==> src/rtl/alu_pkg.sv <==
// Shared types for the bit-serial ALU: operation codes and controller states.
package alu_pkg;

   typedef enum logic [1:0] {OP_AND, OP_OR, OP_ADD, OP_XOR} alu_op_t;
   typedef enum logic [1:0] {S_IDLE, S_RUN, S_DONE} alu_state_t;

endpackage

==> src/rtl/alu_bit_slice.sv <==
// One-bit ALU slice: per-bit operand inversion, then AND/OR/ADD/XOR.
// The carry out is always the full-adder carry, whatever the op.
module alu_bit_slice
   import alu_pkg::*;
(
   input  logic    a,
   input  logic    b,
   input  logic    a_inv,
   input  logic    b_inv,
   input  logic    ci,
   input  alu_op_t op,
   output logic    x,
   output logic    co
);

   logic ai;
   logic bi;

   assign ai = a ^ a_inv;
   assign bi = b ^ b_inv;
   assign co = (ai & bi) | (ci & (ai ^ bi));

   always_comb begin
      x = 1'b0;
      case (op)
         OP_AND:  x = ai & bi;
         OP_OR:   x = ai | bi;
         OP_ADD:  x = ai ^ bi ^ ci;
         OP_XOR:  x = ai ^ bi;
         default: x = 1'b0;
      endcase
   end

endmodule

==> src/rtl/alu_serial.sv <==
// Bit-serial WIDTH-bit ALU: one bit per clock through a single alu_bit_slice.
// Optional FLAGS_EN macro adds registered zero/neg/ovf flags; otherwise they read 0.
module alu_serial
   import alu_pkg::*;
#(
   parameter int WIDTH = 8
) (
   input  logic             clk,
   input  logic             rst,
   input  logic             start,
   input  logic [WIDTH-1:0] a,
   input  logic [WIDTH-1:0] b,
   input  logic             a_inv,
   input  logic             b_inv,
   input  logic             c_in,
   input  logic [1:0]       op,
   output logic             busy,
   output logic             done,
   output logic [WIDTH-1:0] x,
   output logic             c_out,
   output logic             zero,
   output logic             neg,
   output logic             ovf
);

   localparam int CW = $clog2(WIDTH);

   alu_state_t       state_q, state_d;
   logic [WIDTH-1:0] a_q, b_q, x_q, x_shift;
   logic [CW-1:0]    cnt_q;
   alu_op_t          op_q;
   logic             a_inv_q, b_inv_q, carry_q, c_out_q;
   logic             s_x, s_co;
   logic             accept, last;

   // Start is honoured only when no operation is in flight.
   assign accept  = start && (state_q == S_IDLE || state_q == S_DONE);
   assign last    = (state_q == S_RUN) && (cnt_q == CW'(WIDTH - 1));
   assign x_shift = {s_x, x_q[WIDTH-1:1]};

   alu_bit_slice u_slice (
      .a     (a_q[0]),
      .b     (b_q[0]),
      .a_inv (a_inv_q),
      .b_inv (b_inv_q),
      .ci    (carry_q),
      .op    (op_q),
      .x     (s_x),
      .co    (s_co)
   );

   always_ff @(posedge clk or posedge rst) begin
      if (rst) state_q <= S_IDLE;
      else     state_q <= state_d;
   end

   always_comb begin
      state_d = state_q;
      case (state_q)
         S_IDLE:  if (start) state_d = S_RUN;
         S_RUN:   if (last) state_d = S_DONE;
         S_DONE:  state_d = start ? S_RUN : S_IDLE;
         default: state_d = S_IDLE;
      endcase
   end

   always_comb begin
      busy = (state_q == S_RUN);
      done = (state_q == S_DONE);
   end

   // Result bits enter at the MSB so that after WIDTH shifts bit 0 sits at x[0].
   always_ff @(posedge clk or posedge rst) begin
      if (rst) begin
         a_q     <= '0;
         b_q     <= '0;
         x_q     <= '0;
         cnt_q   <= '0;
         op_q    <= OP_AND;
         a_inv_q <= 1'b0;
         b_inv_q <= 1'b0;
         carry_q <= 1'b0;
         c_out_q <= 1'b0;
      end else if (accept) begin
         a_q     <= a;
         b_q     <= b;
         op_q    <= alu_op_t'(op);
         a_inv_q <= a_inv;
         b_inv_q <= b_inv;
         carry_q <= c_in;
         cnt_q   <= '0;
      end else if (state_q == S_RUN) begin
         a_q     <= a_q >> 1;
         b_q     <= b_q >> 1;
         x_q     <= x_shift;
         carry_q <= s_co;
         cnt_q   <= cnt_q + CW'(1);
         if (last) c_out_q <= s_co;
      end
   end

   assign x     = x_q;
   assign c_out = c_out_q;

`ifdef FLAGS_EN
   logic zero_q, neg_q, ovf_q;

   // carry_q still holds the carry into the MSB during the last RUN cycle.
   always_ff @(posedge clk or posedge rst) begin
      if (rst) begin
         zero_q <= 1'b0;
         neg_q  <= 1'b0;
         ovf_q  <= 1'b0;
      end else if (last) begin
         zero_q <= (x_shift == '0);
         neg_q  <= s_x;
         ovf_q  <= (op_q == OP_ADD) && (carry_q ^ s_co);
      end
   end

   assign zero = zero_q;
   assign neg  = neg_q;
   assign ovf  = ovf_q;
`else
   assign zero = 1'b0;
   assign neg  = 1'b0;
   assign ovf  = 1'b0;
`endif

endmodule

==> config.mk <==
export PLATFORM = sky130hd
export DESIGN_NAME = alu_serial
export DESIGN_NICKNAME = d
export VERILOG_FILES = /design/src/rtl/alu_pkg.sv /design/src/rtl/alu_bit_slice.sv /design/src/rtl/alu_serial.sv
export SDC_FILE = /design/constraint.sdc
export NUM_CORES = 1
export LEC_CHECK = 0
export BUFFER_PORTS_ARGS = -buffer_cell sky130_fd_sc_hd__clkbuf_2
export CAP_MARGIN = 15
export CORE_ASPECT_RATIO = 0.75
export CORE_MARGIN = 5
export CORE_UTILIZATION = 49
export CTS_BUF_LIST = sky130_fd_sc_hd__clkbuf_4
export CTS_CLUSTER_SIZE = 12
export DETAILED_ROUTE_END_ITERATION = 8
export PLACE_DENSITY = 0.75
export SETUP_SLACK_MARGIN = 0.05
export SLEW_MARGIN = 20
export SYNTH_ARGS = -nofsm -noshare
export SYNTH_HDL_FRONTEND = slang
export SYNTH_SLANG_ARGS = --single-unit
==> constraint.sdc <==
create_clock -name clk -period 1.74 [get_ports clk]
set_input_delay 0.174 -clock clk [delete_from_list [all_inputs] [get_ports clk]]
set_output_delay 0.174 -clock clk [all_outputs]
set_load 0.005 [all_outputs]
==> key figures <==
Clock tree
  – Maximum buffer depth of the clock tree: 2
  – TritonCTS clock tree: yes
  – H-tree depth: 2
  – Number of clock sinks: 35
  – Cts bufs inserted: 5
  – Worst-Skew Late Latency: 0.32 ns
  – Root Driver: clkbuf_4
  – Clock transition at path regs: 0.09 ns

Timing
  – RSZ-0062 raised after global routing: true
  – Finish-stage setup viols: 1
  – Tmin final: 2.017 ns
  – FMAX: 0.4957 GHz
  – Setup WS post-layout: -0.2773 ns
  – Sum Neg Setup Slack: -0.2773 ns
  – Final period util: 115.9%
  – Clock skew: 0.004308 ns
  – Final Hold Violating Endpoints: 0
  – Final Max Tran Viols: 0

Setup path
  – Critical path, cell by cell: xnor2_1 -> inv_1 -> fa_1 -> mux4_2 -> mux2_4
  – Kind of end point of the critical path: flop
  – Slowest cell on the critical path: mux4_2
  – Crit Path Class: flop to flop
  – Critical register-to-register path endpoint: x[7]
  – Crit-path max cell delay: about 0.46 ns
  – CP startpoint kind: flop
  – CP Data Arrival Time: 2.22 ns
  – Worst reg2reg path depth: 5
  – Reg-to-reg critical path startpoint: a_inv_q
  – Critical path fanouts, max: 2
  – R2R Setup Slk: -0.28 ns
  – Crit path required time: 1.95 ns

Worst hold path
  – Hold path depth: 3
  – Worst min path class: primary input to flop
  – Critical hold path startpoint: op[1]
  – Worst Hold Endpoint: op_q[1]

Drt
  – Vias per cell: 4.984
  – Drc violations: 0
  – Drt first pass iters: 4
  – Vias after detailed routing: about 1,200
  – WL/cell: between 10 and 15 um
  – DR iter-0 viols: 53
  – Final WL: 3240 um
  – Antenna-violating nets left: 0

Synth
  – Cell Area, Synth: 1604 um^2
  – Post-synthesis cell count: 158
  – Post-synthesis async set-or-reset flop share: 100.0%
  – Synth cell types: 29
  – Synth Area per Inst: 10.15 um^2
  – Top cell type by total area after synthesis: dfrtp_1
  – Main synth FF type: dfrtp_1
  – Register bit count reported by yosys: 35
  – Commonest cells in the netlist: nand2_1, dfrtp_1, nor2_1, nand3_1, o22ai_1
  – Area contributors post-synth: dfrtp_1, nand2_1, a22oi_2, ha_1, buf_6
  – Top-count cell post-synth: nand2_1
  – Top cell type's share of synthesized area: 54.60%
  – Register area share after synthesis: 54.60%
  – Number of synthesized flops with an enable pin: 0
  – Ys Warns: 0

Cells and area
  – Final instance area: around 1900 um^2
  – Area grow syn2layout: 18.88%
  – Nets@finish: 231
  – N_diodes: 0
  – Share of post-route cells with drive strength above 1: 31.53%
  – Fillers: 292

Power
  – Worst vdd ir: 0.8420 mV
  – Cell Pwr Density: 1879 nW/um^2
  – Power Total: between 3000 and 4000 uW
  – Pleak: 0.0009892 uW

Floorplanning
  – Row cnt: 18
  – I/O pin count: 38
  – Die area: 4530 um^2
  – Core Region: 3221 um^2
  – Die H: 59.55 um
  – Chip width: about 76 um
  – Initial Util: 49.81%

Job
  – Max-cap violations: 0

Global route
  – Met1 global-route usage: 19.84%
  – Met3 Use GR: under 10%
  – GRT Total Usage: between 15 and 20%
  – Grt met2 use: 25.85%
  – First-pass GRT wire length: 5754 um
  – Largest net degree at the start of global routing: 36
  – Vias in the first global route: 1,257
  – Grt ovf: 0
  – Gr busiest metal: met2
  – Initial antenna violation count: 0

Placed design
  – RePlAce Congestion: about 0.77
  – Placed cell area: 1810 um^2
  – I/O Buffers: 34
  – Post-DP HPWL: around 2400 um

Outcome
  – Outcome: finished, violations left
  – Failing checks: negative setup slack
## state kept, by name, indices dropped and copies added (netlist names)
name,cells
b_q,8
cnt_q,3
b_inv_q,1
carry_q,1
x,8
a_inv_q,1
op_q,2
state_q,2
a_q,8
c_out,1
## timing repair
item	CTS	global route
pin swaps	1	1
endpoints found under the hold margin	35	0
gates cloned	0	0
setup endpoints to repair	1	1
hold buffers	1	0
resized for setup	2	0
buffers inserted	1	2
## power breakdown
part	switching [uW]	leakage (uW)	internal, uW
clock network	235	0.0000307	165
registers	258	0.000434	1200
logic	872	0.000525	856
## cell type report
| type | instances | area, um^2 | area share (%) |
|---|---|---|---|
| Inverter | 5 | 18.77 | 0.9843 |
| Sequential cell | 35 | 875.8 | 45.93 |
| Clock buffer | 6 | 45.04 | 2.362 |
| Tap cell | 40 | 50.05 | 2.625 |
| Multi-Input combinational cell | 107 | 631.9 | 33.14 |
| Clock inverter | 2 | 7.507 | 0.3937 |
| Timing Repair Buffer | 48 | 277.8 | 14.57 |
## metrics by stage
step / util, % / std cells / worst slack, ns / hold slack, ns
finish: 59.21 / 243 / -0.2773 / 0.04143
global placement: 56.22 / 231 / -0.1803 / 0.2599
floorplan: - / 160 / -0.1662 / 0.2794
detailed placement: 56.22 / 231 / -0.2283 / 0.2658
global route: 59.21 / 243 / -0.3510 / 0.03182
CTS: 58.74 / 241 / -0.2375 / 0.02086
## logic make-up after synthesis
group	after synthesis	synth area share (%)
buf+inv	18	7.175
simple gates	73	19.50
other cells	1	0.2338
fa+ha+maj	5	4.368
compound gates	21	10.22
flops	35	54.60
mux	3	2.808
xor+xnor	2	1.092
## metal layers
metal,vias up,wire length [um]
met5,-,0
met4,0,0
met3,0,233
met2,43,1549
met1,561,1457
li1,607,-
## layout by cell type (no fill, tap or decap), drive strengths merged, types with 5 or more instances in the layout
cell / n
nand2: 44
clkbuf: 40
dfrtp: 35
buf: 13
nor2: 9
nand3: 8
o22ai: 7
nor3: 7
a22oi: 7
inv: 5
## worst max-delay path by stage
stage | from | end | slack, ns | cells after the start
final | a_inv_q | x[7] | -0.28 | 5
after global routing | a_inv_q | x[7] | -0.35 | 5
after CTS | a_q[0] | x[7] | -0.24 | 5
after detailed placement | b_q[0] | x[7] | -0.23 | 4
after global placement | a_inv_q | x[7] | -0.18 | 5
after floorplan | a_inv_q | x[7] | -0.17 | 5
## critical path, delay by kind of cell, from the launching register on
family | cells | cell delay (ns)
mux | 2 | 0.74
fa+ha+maj | 1 | 0.45
flops | 1 | 0.40
xor+xnor | 1 | 0.21
buf+inv | 1 | 0.10
Power figures use the tool's default switching activity.
